--- config.mk ---
export PLATFORM = sky130hd
export DESIGN_NAME = fsm_accum
export DESIGN_NICKNAME = d
export VERILOG_FILES = /design/src/rtl/fsm_pkg.sv /design/src/rtl/sat_add.sv /design/src/rtl/fsm_accum.sv
export SDC_FILE = /design/constraint.sdc
export NUM_CORES = 1
export LEC_CHECK = 0
export CAP_MARGIN = 20
export CORE_MARGIN = 4
export CORE_UTILIZATION = 48
export DETAILED_ROUTE_END_ITERATION = 10
export PLACE_DENSITY_LB_ADDON = 0.08
export SYNTH_ARGS = -nofsm -noshare
export SYNTH_HDL_FRONTEND = slang
export SYNTH_SLANG_ARGS = --single-unit
export TNS_END_PERCENT = 100
--- constraint.sdc ---
create_clock -name clk -period 2.6 [get_ports clk]
set_input_delay 0.52 -clock clk [delete_from_list [all_inputs] [get_ports clk]]
set_output_delay 0.52 -clock clk [all_outputs]
set_load 0.02 [all_outputs]
--- src/rtl/fsm_pkg.sv ---
// fsm_pkg: shared FSM state encoding and the default accumulator width helper
package fsm_pkg;
    typedef enum logic [1:0] {IDLE = 2'd0, ACCUM = 2'd1, READY = 2'd2} state_t;
    function automatic int default_acc_w(input int w, input int n);
        return w + 1 + $clog2(n);
    endfunction
endpackage

--- src/rtl/sat_add.sv ---
// sat_add: W-bit unsigned adder, wraps (SAT=0) or clamps to all-ones (SAT=1); x,y in, r sum out, ovf carry-out
module sat_add #(
    parameter int W = 4,
    parameter bit SAT = 1'b0
)(
    input  logic [W-1:0] x,
    input  logic [W-1:0] y,
    output logic [W-1:0] r,
    output logic         ovf
);
    logic [W:0] full;
    assign full = {1'b0, x} + {1'b0, y};
    assign ovf  = full[W];
    assign r    = (SAT && ovf) ? '1 : full[W-1:0];
endmodule

--- src/rtl/fsm_accum.sv ---
// fsm_accum: valid/ready accumulator of (a+b) pair sums over up to NUM_OPS beats
//   in:  clk, rst (async, active-high), in_valid, a, b, in_last, out_ready
//   out: in_ready, sum (a+b of last accepted beat), out_valid, acc, acc_ovf (sticky), state_o
module fsm_accum
    import fsm_pkg::*;
#(
    parameter int WIDTH   = 4,
    parameter int NUM_OPS = 4,
    parameter int ACC_W   = default_acc_w(WIDTH, NUM_OPS),
    parameter bit SAT     = 1'b0
)(
    input  logic             clk,
    input  logic             rst,
    input  logic             in_valid,
    output logic             in_ready,
    input  logic [WIDTH-1:0] a,
    input  logic [WIDTH-1:0] b,
    input  logic             in_last,
    output logic [WIDTH:0]   sum,
    output logic             out_valid,
    input  logic             out_ready,
    output logic [ACC_W-1:0] acc,
    output logic             acc_ovf,
    output logic [1:0]       state_o
);
    localparam int PW = ACC_W > WIDTH + 1 ? ACC_W : WIDTH + 1;
    localparam int CW = $clog2(NUM_OPS + 1);
    state_t state, state_n;
    logic [CW-1:0] count, cnt_n;
    logic [PW-1:0] pair;
    logic [ACC_W-1:0] acc_base, add_r, acc_n;
    logic add_ovf, pair_hi, ovf_n, take, done;
    assign pair      = PW'(a) + PW'(b);
    // pair bits above ACC_W only exist when ACC_W is narrower than the pair sum
    assign pair_hi   = (pair >> ACC_W) != '0;
    assign acc_base  = state == IDLE ? '0 : acc;
    sat_add #(.W(ACC_W), .SAT(SAT)) u_add (
        .x(acc_base), .y(pair[ACC_W-1:0]), .r(add_r), .ovf(add_ovf)
    );
    assign acc_n     = (SAT && pair_hi) ? '1 : add_r;
    assign ovf_n     = (state == ACCUM && acc_ovf) | add_ovf | pair_hi;
    assign cnt_n     = (state == IDLE ? '0 : count) + CW'(1);
    assign done      = in_last || cnt_n == CW'(NUM_OPS);
    assign in_ready  = state == IDLE || state == ACCUM;
    assign out_valid = state == READY;
    assign state_o   = state;
    assign take      = in_valid && in_ready;
    always_ff @(posedge clk or posedge rst) begin
        if (rst) state <= IDLE;
        else     state <= state_n;
    end
    // unused encoding falls back to IDLE
    always_comb begin
        state_n = IDLE;
        state_n = state == READY ? (out_ready ? IDLE : READY) :
                  in_ready ? (take ? (done ? READY : ACCUM) : state) : IDLE;
    end
    always_ff @(posedge clk or posedge rst) begin
        if (rst) begin
            sum     <= '0;
            acc     <= '0;
            acc_ovf <= 1'b0;
            count   <= '0;
        end else if (take) begin
            sum     <= pair[WIDTH:0];
            acc     <= acc_n;
            acc_ovf <= ovf_n;
            count   <= cnt_n;
        end
    end
endmodule

* Yosys cells after proc, flatten, opt, wreduce, memory -nomap -nowiden *
Index checks and enable logic that the tools add are counted.

word-level totals
  bits in registers = 18
  input bits = 13
  logic and storage cells = 25

operators by class
  $add $sub $neg = 3
  eq/ne operators = 4
  mux-type cells = 7
  bitwise logic cells = 1
  reduce and logical (&&, ||, !) cells = 5

operators by type and width
  operator             number
  $mux 2               5
  $add 7x5->8          1
  $mux 7               1
  $add 4x4->5          1
  $add 3x1->3 const B  1
  $eq 3x3->1 const B   1
  $mux 3               1
  $ne 3x1->1 const B   1
  $eq 2x1->1 const B   1
  $eq 2x2->1 const B   1
  $logic_and 1x1->1    2
  $logic_not 2->1      1
  $logic_or 1x1->1     2
  $or 1x1->1           1

* Longest topological paths before layout *
Gate-level depths: netlist (run 1).

  depth after elaboration = 9
  mapped depth = 11
  depth with buffers taken out = 11

* Cells and area by module *
Synthesis (run 1) repeated with hierarchy kept, for this count alone.

second synthesis, totals
  cells, all modules = 152
  area total of the unflattened synthesis = 1266.2 µm²

modules (own cells, without submodules)
  module     times used  cells each  area an instance (µm²)
  fsm_accum  1           115         979.7
  sat_add    1           37          286.5

* Least setup slack after synthesis (run 1) *
Ideal clock, no wire load.

  path kind = input -> register
  start point = in a[0]
  end point = reg acc[6]
  library setup time = 0.080 ns
  arrival = 2.352 ns
  data required time = 2.520 ns
  path slack = 0.167 ns
  cell stages on the path = 8
  path buffers = 0
  path through = ha_1 -> inv_1 -> fa_1 -> fa_1 -> nor2b_1 -> o21ai_0 -> a2111o_1 -> o211ai_2

between the ends
  cells in the longest elaborated chain, start to end = 2

RTL lines
  item                  RTL line         RTL
  from (decl)           fsm_accum.sv:16  input logic [WIDTH-1:0] a,
  $add 4x4->5           fsm_accum.sv:33  assign pair = PW'(a) + PW'(b);
  $add 7x5->8           sat_add.sv:12    assign full = {1'b0, x} + {1'b0, y};
  to (signal assigned)  fsm_accum.sv:66  acc <= acc_n;
  to (decl)             fsm_accum.sv:22  output logic [ACC_W-1:0] acc,

Every way passes these cells.
A chain may end at the register's enable or synchronous reset.

* Final worst setup path (run 1) *
  start point = in a[0]
  end point = reg acc[4]

between the ends
  cells in the longest elaborated chain, start to end = 2

RTL lines
  item         RTL line         RTL
  $add 4x4->5  fsm_accum.sv:33
  via pair[2]  fsm_accum.sv:30  logic [PW-1:0] pair;
  $add 7x5->8  sat_add.sv:12

The timed path passes the listed nets, and every way through them passes these cells.

==> results of run 1 <==
-- worst max-delay path, delay by kind of cell --
kind                       cells  cell delay (ps)
AOI/OAI and AO/OA              3              540
xor gates and xnor gates       1              240
adders and majority gates      3              790
buffers and inverters          2              500
and+or+nand+nor                1              160
-- worst min-delay path by stage --
stage,slack (ps),cells after the start,end
2_1_floorplan,440,2,count[1]
3_3_place_gp,450,2,count[1]
3_5_place_dp,470,2,sum[0]
4_1_cts,490,2,sum[0]
5_1_grt,530,1,count[0]
6_report,490,2,count[1]
-- per-stage QoR --
step	instance area [sq um]	cells	setup TNS, ps
finish	1700	197	0
global route	1700	197	0
CTS	1640	197	0
detailed placement	1560	193	-1930
global placement	1560	193	-1420
floorplan	1170	128	0
-- layout make-up --
class | count | area [sq um] | share of cell area, %
Inverter | 8 | 30.0 | 1.77
Clock buffer | 4 | 36.3 | 2.13
Tap cell | 28 | 35.0 | 2.06
Multi-Input combinational cell | 98 | 766 | 45.0
Sequential cell | 18 | 450 | 26.5
Timing Repair Buffer | 41 | 383 | 22.5
-- synthesized netlist by cell type (all sizes together) (2+ instances only) --
master / count
nand2: 23
dfrtp: 18
o21ai: 12
ha: 11
inv: 8
a21oi: 6
and2: 6
nor2: 5
a211oi: 3
a21o: 3
buf: 3
xnor2: 3
fa: 2
mux2: 2
nand2b: 2
nand3: 2
nor2b: 2
nor3: 2
nor3b: 2
o21a: 2
or2: 2
-- layer usage --
layer	track usage [%]	share of wire (%)	up-vias
li1	-	-	517
met5	0	0	-
met4	6.95	1.5	0
met1	21.5	44	500
met2	31.1	50	19
met3	2.49	3.7	5
-- sequential cells by signal, summed over array words and instances, names as in the netlist --
name     flops
sum          5
count        3
state_o      2
acc          7
acc_ovf      1
-- where the power goes --
part	total, mW	internal [mW]	switching (mW)
Sequential	0.441	0.368	0.0731
Clock	0.184	0.0855	0.0989
Combinational	0.778	0.393	0.385
-- cell families (layout without fill, tap and decap cells) --
logic type / Yosys count / count (layout)
adder cells (fa/ha/maj): 13 / 13
multiplexers: 2 / 2
buffers and inverters: 12 / 53
XOR/XNOR: 4 / 4
AO/OA/AOI/OAI: 32 / 32
AND/OR/NAND/NOR: 47 / 47
flip-flops: 18 / 18
-- repair_timing --
action / in CTS / in global routing
setup endpoints to repair: 4 / 4
hold buffers: 0 / 0
gates resized for setup: 8 / 15
pin swaps: 5 / 10
buffers inserted: 0 / 0
==> summary.md, run 1 <==
| Metric | Value |
|---|---|
| Status | finished, final reports clean |
| Worst-path clk slew | 110 ps |
| Mux share of post-synthesis cell area | slightly below 2% |
| Worst-margin pin slew | a little under 700 ps |
| Post-synth EDFFs | 0 |
| CP cell instances | clkdlybuf4s50_1 -> ha_2 -> inv_2 -> fa_2 -> xnor2_2 -> ha_4 -> nor2b_2 -> o21a_1 -> o21a_1 -> o31ai_1 |
| Filler cell count | 173 |
| Yosys top cell area share | 38.5% |
| Leakage Power | approximately 0.78 nW |
| Layout Skew | 9.43 ps |
| Mapped Area | 0.00117 sq mm |
| Adder-cell share of the synthesized area | 15.2% |
| Routed wire length | 2890 microns |
| Register bit total from synthesis | 18 |
| WHS | 492 ps |
| Largest net degree at the start of global routing | 19 |
| RR Endpoint | acc[6] |
| Main combinational cell family by area after synthesis | simple AND/OR/NAND/NOR gates |
| RSZ-0062 raised after global routing | false |
| Dpl hpwl | about 2100 microns |
| Syn avg cell area | 9.15 sq um |
| H-tree Lvls | 1 |
| Netlist cell types | 34 |
| Max Clk Rate | 0.395 GHz |
| Total power | approximately 1.4 mW |
| Fin util | 74.7% |
| Cell mode on critical path | o21a_1 |
| Area Growth Syn to Fin | 45.2% |
| Hold violation total from the final report | 0 |
| Die Ht | 57.4 microns |
| Num ports | 30 |
| Tot GR Track Use | 17.7% |
| PwrDens | 825 mW/mm^2 |
| Worst R2R Path Depth | 9 |
| Initial antenna violation count | 0 |
| CP Class | in -> reg |
| Main synth FF type | dfrtp_1 |
| Fin crit share | between 90 and 100% |
| Total overflow reported by the global router | 0 |
| First-pass GRT wire length | 4510 microns |
| Maximum VDD drop | around 0.47 mV |
| Die Wd | between 50 and 60 microns |
| Avg WL per Cell | 14.6 microns |
| End point of the critical path | acc[4] |
| Worst R2R Start | state_o[1] |
| Layout cells sized above 1 | 23.1% |
| Vias after detailed routing | 1041 |
| Hold WC Path Type | reg -> reg |
| DRC viols | 0 |
| Post-synthesis simple-gate area fraction | 19.4% |
| DR vias/cell | 5.28 |
| Post-Syn Instances | 128 |
| Post-route minimum period | 2530 ps |
| Worst Hold Launch | count[1] |
| Worst Setup Start Kind | input port |
| Std cell rows | 17 |
| Most frequent cells in the layout | clkdlybuf4s50_1 (28), nand2_1 (21), dfrtp_1 (18), buf_4 (12), o21ai_0 (8) |
| Diode count | 0 |
| Asr flop ratio synth | 100% |
| Die outline area | 0.00329 sq mm |
| Commonest non-fill, non-tap cell in the layout | clkdlybuf4s50_1 |
| Max cap viols | 0 |
| Later-pin clock latency in the skew report | slightly above 300 ps |
| CP required | roughly 2800 ps |
| Relative slew slack | 54.3% |
| Worst Path Max Fanout | 4 |
| DR iter-0 viols | 29 |
| Drt pass-1 iters | 4 |
| CTS tree | yes |
| CP max stage cell | clkdlybuf4s50_1 |
| Cts bufs inserted | 3 |
| Worst Path Arrival | 2750 ps |
| Clock tree buffer depth | 2 |
| Syn_nets | around 150 |
| Type of destination of the critical path | flip-flop |
| CTS root buf | clkbuf_4 |
| Core region area | 0.00228 sq mm |
| Number of global-route vias before repair | 1023 |
| # nets final | 196 |
| Max Transition Viols Final | 0 |
| IO buf count | 29 |
| Complex-gate fraction of the synthesized area | 17.5% |
| Placer Congestion | 0.772 |
| Seq/Total Area, Yosys | between 30% and 40% |
| Reg-to-reg setup timing slack | 220 ps |
| Initial Util | about 51% |
| Top cells by area, synth | dfrtp_1 (38%), ha_1 (12%), nand2_1 (7.1%), o21ai_0 (4.7%), fa_1 (3.4%) |
| Synth warnings | 0 |
| Setup Slack @ Placement | -461 ps |
| Crit path largest cell delay | 460 ps |
| Post-DRT Antenna Nets | 0 |
| Synth Area in XOR/XNOR | 2.99% |
| Setup ws final | 68.7 ps |
| Clk sink count | 18 |
| Crit path from | a[0] |
| Final setup viols | 0 |
| Area leader, netlist | dfrtp_1 |
(Power assumes the default switching activity.)
==> run 2, diff against run 1 <==
SLEW_MARGIN = 20   (was default)
==> results of run 2 <==
Final layout, timing and power as in run 1 (identical DEF).
